--- config.mk ---
export PLATFORM = sky130hd
export DESIGN_NAME = mram_access_arbiter
export DESIGN_NICKNAME = d
export VERILOG_FILES = /design/src/rtl/mram_pkg.sv /design/src/rtl/mram_rr_arb.sv /design/src/rtl/mram_access_arbiter.sv
export SDC_FILE = /design/constraint.sdc
export NUM_CORES = 1
export LEC_CHECK = 0
export CAP_MARGIN = 30
export CORE_UTILIZATION = 35
export DETAILED_ROUTE_END_ITERATION = 10
export HOLD_SLACK_MARGIN = 0.12
export PLACE_DENSITY = 0.78
export SETUP_SLACK_MARGIN = 0.2
export SLEW_MARGIN = 20
export SYNTH_ARGS = -nofsm -noshare
export SYNTH_HDL_FRONTEND = slang
export SYNTH_SLANG_ARGS = --single-unit
export TNS_END_PERCENT = 100
--- constraint.sdc ---
create_clock -name clk -period 5.6 [get_ports clk]
set_clock_uncertainty 0.1 [all_clocks]
set_input_delay 1.12 -clock clk [delete_from_list [all_inputs] [get_ports clk]]
set_output_delay 1.12 -clock clk [all_outputs]
set_load 0.01 [all_outputs]
--- src/rtl/mram_pkg.sv ---
// Shared types and constants for the MRAM access arbiter.
package mram_pkg;

    localparam int ADDR_W_DEF = 20;
    localparam int DATA_W_DEF = 16;

    // {chip_en, write_en, out_en, lower_byte_en, upper_byte_en}, all deasserted
    localparam logic [4:0] STROBES_IDLE = 5'b11111;

    typedef enum logic [2:0] {
        ST_IDLE,
        ST_SETUP,
        ST_ACCESS,
        ST_HOLD,
        ST_DONE
    } state_t;

    function automatic int max3(input int a, input int b, input int c);
        int m;
        m = (a > b) ? a : b;
        return (m > c) ? m : c;
    endfunction

endpackage

--- src/rtl/mram_rr_arb.sv ---
// Two-way round-robin arbiter. On a tie the requester that did not win last
// time is chosen; the history register only moves on an actual grant.
module mram_rr_arb (
    input  logic       clk,
    input  logic       rst,
    input  logic [1:0] req,
    input  logic       grant_take,
    output logic       winner,
    output logic       last_grant
);

    // Single requester wins outright; a tie goes to the other side of last_grant
    always_comb begin
        winner = (req == 2'b11) ? ~last_grant : req[1];
    end

    // Remember who won, only on the grant edge
    always_ff @(posedge clk or posedge rst) begin
        if (rst)
            last_grant <= 1'b1;
        else if (grant_take)
            last_grant <= winner;
    end

endmodule

--- src/rtl/mram_access_arbiter.sv ---
// Shares one async-SRAM-style MRAM port between a write/config requester (0)
// and a readback requester (1). Sequences registered, active-low strobes
// through setup/access/hold windows and pulses ack to the granted requester.
module mram_access_arbiter
    import mram_pkg::*;
#(
    parameter int ADDR_W   = ADDR_W_DEF,
    parameter int DATA_W   = DATA_W_DEF,
    parameter int T_SETUP  = 1,
    parameter int T_ACCESS = 4,
    parameter int T_HOLD   = 1
) (
    input  logic              clk,
    input  logic              rst,
    input  logic [1:0]        req,
    input  logic [1:0]        we,
    input  logic [1:0]        be0,
    input  logic [1:0]        be1,
    input  logic [ADDR_W-1:0] addr0,
    input  logic [ADDR_W-1:0] addr1,
    input  logic [DATA_W-1:0] wdata0,
    input  logic [DATA_W-1:0] wdata1,
    output logic [1:0]        ack,
    output logic [DATA_W-1:0] rdata,
    output logic              busy,
    output logic [ADDR_W-1:0] mram_addr,
    output logic [DATA_W-1:0] mram_dq_o,
    output logic              mram_dq_oe,
    input  logic [DATA_W-1:0] mram_dq_i,
    output logic              chip_en,
    output logic              write_en,
    output logic              out_en,
    output logic              lower_byte_en,
    output logic              upper_byte_en
);

    localparam int CNT_W  = $clog2(max3(T_SETUP, T_ACCESS, T_HOLD) + 1);
    localparam int LANE_W = DATA_W / 2;
    localparam logic [CNT_W-1:0] LD_SETUP  = CNT_W'(T_SETUP - 1);
    localparam logic [CNT_W-1:0] LD_ACCESS = CNT_W'(T_ACCESS - 1);
    localparam logic [CNT_W-1:0] LD_HOLD   = CNT_W'(T_HOLD - 1);

    state_t            state;
    logic [CNT_W-1:0]  cnt;
    logic              cmd_we;
    logic [1:0]        cmd_be;
    logic [4:0]        strobes;
    logic              winner;
    logic              last_grant;
    logic              grant_take;
    logic              sel_we;
    logic [1:0]        sel_be;
    logic [ADDR_W-1:0] sel_addr;
    logic [DATA_W-1:0] sel_wdata;
    logic [DATA_W-1:0] rd_masked;

    assign grant_take = (state == ST_IDLE) && (req != 2'b00);
    assign busy       = (state != ST_IDLE);
    assign {chip_en, write_en, out_en, lower_byte_en, upper_byte_en} = strobes;

    // last_grant doubles as the id of the access in flight: it only changes
    // on the grant edge, so it still names the owner when ack is raised.
    mram_rr_arb u_arb (
        .clk        (clk),
        .rst        (rst),
        .req        (req),
        .grant_take (grant_take),
        .winner     (winner),
        .last_grant (last_grant)
    );

    // Select the winning requester's command and mask disabled read lanes
    always_comb begin
        sel_we    = we[winner];
        sel_be    = winner ? be1 : be0;
        sel_addr  = winner ? addr1 : addr0;
        sel_wdata = winner ? wdata1 : wdata0;
        rd_masked = '0;
        if (cmd_be[0]) rd_masked[LANE_W-1:0]      = mram_dq_i[LANE_W-1:0];
        if (cmd_be[1]) rd_masked[DATA_W-1:LANE_W] = mram_dq_i[DATA_W-1:LANE_W];
    end

    // Access sequencer: every output is set on the edge entering its state
    always_ff @(posedge clk or posedge rst) begin
        if (rst) begin
            state      <= ST_IDLE;
            cnt        <= '0;
            cmd_we     <= 1'b0;
            cmd_be     <= 2'b00;
            strobes    <= STROBES_IDLE;
            mram_dq_oe <= 1'b0;
            ack        <= 2'b00;
            rdata      <= '0;
            mram_addr  <= '0;
            mram_dq_o  <= '0;
        end else begin
            ack <= 2'b00;
            case (state)
                ST_IDLE: begin
                    if (grant_take) begin
                        state      <= ST_SETUP;
                        cnt        <= LD_SETUP;
                        cmd_we     <= sel_we;
                        cmd_be     <= sel_be;
                        mram_addr  <= sel_addr;
                        if (sel_we) mram_dq_o <= sel_wdata;
                        mram_dq_oe <= sel_we;
                        strobes    <= {1'b0, 1'b1, 1'b1, ~sel_be[0], ~sel_be[1]};
                    end
                end
                ST_SETUP: begin
                    if (cnt == '0) begin
                        state      <= ST_ACCESS;
                        cnt        <= LD_ACCESS;
                        strobes[3] <= ~cmd_we;
                        strobes[2] <= cmd_we;
                    end else begin
                        cnt <= cnt - 1'b1;
                    end
                end
                ST_ACCESS: begin
                    if (cnt == '0) begin
                        state        <= ST_HOLD;
                        cnt          <= LD_HOLD;
                        strobes[3:2] <= 2'b11;
                        if (!cmd_we) rdata <= rd_masked;
                    end else begin
                        cnt <= cnt - 1'b1;
                    end
                end
                ST_HOLD: begin
                    if (cnt == '0) begin
                        state           <= ST_DONE;
                        strobes         <= STROBES_IDLE;
                        mram_dq_oe      <= 1'b0;
                        ack[last_grant] <= 1'b1;
                    end else begin
                        cnt <= cnt - 1'b1;
                    end
                end
                ST_DONE: state <= ST_IDLE;
                default: state <= ST_IDLE;
            endcase
        end
    end

endmodule
# Yosys cells after proc, flatten, opt, wreduce, memory -nomap -nowiden

Index checks and enable logic that the tools add are counted.

Flip-flop bits (word level): 70
Output and inout port bits: 61
Input bits: 98
Word-level logic and storage cells: 76

Magnitude comparators: 3
Eq/ne operators: 9
Add/sub/neg operators: 1
Bitwise operators: 4
Reductions and logical operators: 15
Multiplexer cells: 32

Operators by type and width:

| cell                                                       | count |
|---|---|
| 2-to-1 mux 3 bit                                           | 8 |
| one-hot mux 3 bit (4 select lines)                         | 2 |
| 2-to-1 mux 20 bit                                          | 1 |
| 2-to-1 mux 16 bit                                          | 1 |
| 2-to-1 mux 8 bit                                           | 2 |
| AND reduction 3 bit                                        | 4 |
| 2-to-1 mux 2 bit                                           | 5 |
| 2-to-1 mux 5 bit                                           | 2 |
| != test 2 bit, second input constant                       | 5 |
| one-hot mux 2 bit (4 select lines)                         | 1 |
| == test 3 x 2 -> 1 bit, second input constant              | 2 |
| zero test 3 bit                                            | 2 |
| 2-to-1 mux 1 bit                                           | 6 |
| AND reduction 5 bit                                        | 1 |
| less-than comparator 1 x 2 -> 1 bit, second input constant | 2 |
| NOT 1 bit                                                  | 4 |
| one-hot mux 1 bit (2 select lines)                         | 2 |
| one-hot mux 2 bit (2 select lines)                         | 1 |
| AND reduction 4 bit                                        | 1 |
| nonzero test 2 bit                                         | 2 |
| nonzero test 4 bit                                         | 1 |
| == test 3 x 1 -> 1 bit, second input constant              | 1 |
| nonzero test 3 bit                                         | 1 |
| subtractor 3 x 1 -> 3 bit, second input constant           | 1 |
| other kinds (5)                                            | 6 |

# Logic depth before layout (Yosys ltp)

Word-level depth: 6
Depth in mapped cells: 8
Depth with buffers taken out: 6

# By module

Synthesis repeated with hierarchy kept, for this count alone.

Cells, all modules: 290
Area, all modules: 3243.1 um^2

By module, submodules not included:

| module              | instances | area an instance (um^2) | cells each |
|---|---|---|---|
| mram_access_arbiter | 1         | 3186.8                  | 286 |
| mram_rr_arb         | 1         | 56.3                    | 4 |

# Worst setup path after synthesis

OpenSTA, ideal clock, no wires.

Path kind: input port to flip-flop
Start: in req[1]
End: reg mram_dq_o[10]
Path slack: 3.091 ns
Setup time: 0.073 ns
Arrival: 2.336 ns
Stages: 6
Cell sequence: a21boi_0 -> clkbuf_1 -> nand2_1 -> a21oi_4 -> buf_8 -> a2bb2oi_2

Longest elaborated chain between the ends: 5
Elaborated cells on any way between the ends: 8
Those cells by class: eq/ne (1); mux (4); reduce/logical (3)

Ends and longest elaborated chain:

| item                                                 | RTL line                   | RTL |
|---|---|---|
| from (decl)                                          | mram_access_arbiter.sv:15  | `input logic [1:0] req,` |
| == test 2 bit                                        | mram_rr_arb.sv:14          | `winner = (req == 2'b11) ? ~last_grant : req[1];` |
| 2-to-1 mux 1 bit                                     | mram_rr_arb.sv:14          |  |
| 2-to-1 mux 1 bit (not written as such) (2 in series) | mram_access_arbiter.sv:74  | `sel_we = we[winner];` |
| AND reduction 3 bit (no line)                        | -                          |  |
| to (signal assigned)                                 | mram_access_arbiter.sv:106 | `if (sel_we) mram_dq_o <= sel_wdata;` |
| to (decl)                                            | mram_access_arbiter.sv:27  | `output logic [DATA_W-1:0] mram_dq_o,` |

Several ways; a longest one is shown, not always the timed one. The select of a mux whose other input is x is not followed.
A chain may end at the register's enable or synchronous reset.

# Worst setup path after layout

Start: in req[1]
End: reg mram_dq_o[0]

The elaborated chain is that of the path after synthesis.

==> impl_metrics.env <==
export IMPL_clockPowerShare=0.154
export IMPL_fmax_mhz=297
export IMPL_critPathCaptureType="flip-flop"
export IMPL_cp_num_cells=6
export IMPL_max_slew_margin_rel=0.444
export IMPL_fin_crit_sh=0.602
export IMPL_dp_slack_ns=1.83
export IMPL_cp_cell_sequence="clkdlybuf4s50_1 > a21boi_4 > buf_4 > nand2_1 > a21oi_4 > a2bb2oi_1"
export IMPL_final_min_clock_period_ns=3.37
export IMPL_via_per_inst=4.87
export IMPL_synth_top_area_share=0.513
export IMPL_setup_tns_final_ns=0
export IMPL_irDropWorstVdd_mv=0.235
export IMPL_io_pins=159
export IMPL_synthTopCellsByCount="dfrtp_1, nand2_1, o21ai_0"
export IMPL_rows=34
export IMPL_fill_cells=788
export IMPL_path_clk_slew_ns=0.08
export IMPL_cts_buffers=9
export IMPL_synth_cell_types=38
export IMPL_netSwitchingFraction=0.350
export IMPL_grt_pass1_vias=2688
export IMPL_cts_root_buf="clkbuf_8"
export IMPL_dr_total_vias=2719
export IMPL_start_util=0.359
export IMPL_track_usage=0.181
export IMPL_yosys_warnings=0
export IMPL_grt_max_degree=46
export IMPL_cp_slowest_cell="a21oi_4"
export IMPL_max_stage_delay_ns=0.67
export IMPL_cp_required_ns=5.76
export IMPL_cts_resized_gates=0
export IMPL_synth_area_top_cells="dfrtp_1, nand2_1, mux2i_1"
export IMPL_setup_slack_ns=2.23
export IMPL_place_area_sq_um=4770
export IMPL_synth_area_sq_um=3120
export IMPL_synth_area_leader_cell="dfrtp_1"
export IMPL_avgSynthCellArea_sq_um=10.6
export IMPL_drive_gt1_frac=0.0911
export IMPL_start_kind="input pin"
export IMPL_ys_seq_elements=70
export IMPL_power_switching_uw=859
export IMPL_final_nets=545
export IMPL_die_x_microns=96.4
export IMPL_worstMarginPinSlew_ns=0.835
export IMPL_whs_ns=0.383
export IMPL_die_h_microns=96.4
export IMPL_remaining_drc_errors=0
export IMPL_cts_num_sinks=70
export IMPL_port_buffers=158
export IMPL_cts_hold_buf=0
export IMPL_post_route_cell_area_sq_um=4950
export IMPL_final_max_slew_viol_count=0
export IMPL_drtIter0Drc=72
export IMPL_ant_nets=0
export IMPL_clockBufferDepth=2
export IMPL_place_congestion=0.772
export IMPL_p_leak_nw=2.13
export IMPL_clk_insertion_delay_late_ns=0.34
export IMPL_antenna_found_initial=0
export IMPL_arrival_ns=3.53
export IMPL_combPwrFrac=0.465
export IMPL_seq_power_share=0.381
export IMPL_cts_tree="yes"
export IMPL_r2r_cells=5
export IMPL_fp_dieArea_sq_um=9290
export IMPL_final_util=0.571
export IMPL_min_delay_path_depth=2
export IMPL_diodes=0
export IMPL_drtPass1Iterations=4
export IMPL_hpwlAfterDp_microns=5920
export IMPL_synth_nets=393
export IMPL_syn_inst=293
export IMPL_power_density_nw_per_um2=495
export IMPL_syn_to_final_growth_pct=58.8
export IMPL_path_class="input pin to flip-flop"
export IMPL_ys_flop_type="dfrtp_1"
export IMPL_drv_cap=0
export IMPL_min_path_type="flip-flop to flip-flop"
export IMPL_ctsHtreeMaxLevel=3
export IMPL_synth_async_sr_flop_share=1.00
export IMPL_grt_setup_unrepaired="no"
export IMPL_core_area_sq_um=8680
export IMPL_status="finished, final reports clean"
export IMPL_hold_violations=0
export IMPL_ys_seq_area_frac=0.564
export IMPL_post_cts_buffers=0
export IMPL_critPathTopFamily="compound AO/OA/AOI/OAI gates"
export IMPL_grt_pass1_wl_microns=12600
export IMPL_p_int_mw=1.60
export IMPL_gr_total_overflow=0
export IMPL_worstPathMaxFanout=25
export IMPL_crit_buf_inv=2
export IMPL_synth_edff_count=0
export IMPL_finalSetupViolCount=0
export IMPL_avgRoutedWirePerCell_microns=14.3
export IMPL_wl_microns=7990
[metrics by stage]
| stage | instances | power (mW) |
|---|---|---|
| global placement | 541 | 2.05 |
| floorplan | 293 | 1.48 |
| global route | 558 | 2.64 |
| CTS | 558 | 2.48 |
| detailed placement | 542 | 2.10 |
| finish | 558 | 2.45 |
[final cells by class]
type	instances	area [sq um]	share of cell area
multi-input combinational	199	1250	0.253
clock buffer	10	138	0.0278
tap	108	135	0.0273
sequential	70	1760	0.355
clock inverter	6	43.8	0.00884
inverter	3	11.3	0.00227
timing repair buffer	162	1620	0.326
[worst paths after layout]
kind,to,startpoint,slack (ns)
setup reg to reg,mram_dq_o[0],u_arb.last_grant,3.11
hold / removal,mram_addr[4],mram_addr[4],0.38
hold reg to reg,mram_addr[4],mram_addr[4],0.38
max in group asynchronous,u_arb.last_grant,rst,3.36
min in group asynchronous,mram_dq_o[6],rst,1.07
setup / recovery,mram_dq_o[0],req[1],2.23
[registers in the layout, indices dropped and copies added (netlist names)]
name,flops
mram_dq_o,16
cnt,3
state,3
cmd_we,1
mram_addr,20
mram_dq_oe,1
ack,2
strobes,5
cmd_be,2
u_arb.last_grant,1
rdata,16
[per-layer routing]
layer / share of wire / wire, microns / GRT usage / up-vias
met4: 0.018 / 141 / 0.0833 / 0
li1: - / - / - / 1330
met5: 0 / 0 / 0 / -
met1: 0.41 / 3290 / 0.215 / 1284
met3: 0.054 / 435 / 0.0446 / 13
met2: 0.52 / 4120 / 0.310 / 92
[worst reg2reg max path: stages (launching register included)]
cell and delay [ns]:
dfstp_2 0.58, a21boi_4 0.06, buf_4 0.25, nand2b_1 0.55
a21oi_4 0.67, a2bb2oi_1 0.21
[power by group through the flow]
stage / registers, mW / clock network [mW] / logic (mW)
floorplan: 1.00 / 0 / 0.478
finish: 0.935 / 0.379 / 1.14
detailed placement: 0.942 / 0 / 1.16
global placement: 0.936 / 0 / 1.12
CTS: 0.936 / 0.391 / 1.16
global route: 0.968 / 0.415 / 1.26
[cells in the final DEF, fill, tap and decap left out, drive strengths merged, types with 3 or more instances in the layout]
cell / n
clkdlybuf4s50: 158
nand2: 64
dfrtp: 64
o21ai: 39
mux2i: 22
o22ai: 16
a2bb2oi: 16
clkbuf: 10
nor2: 10
dfstp: 6
inv: 6
buf: 4
nand2b: 3
a21o: 3
o21a: 3
a21oi: 3
[logic make-up after synthesis]
family	after synthesis	share of synthesized area
DFF	70	0.564
buffers and inverters	24	0.0393
muxes	24	0.0778
adders and majority gates	2	0.00802
and+or+nand+nor	87	0.116
xor gates and xnor gates	1	0.00281
AOI/OAI and AO/OA	85	0.192
(Power assumes the default switching activity.)
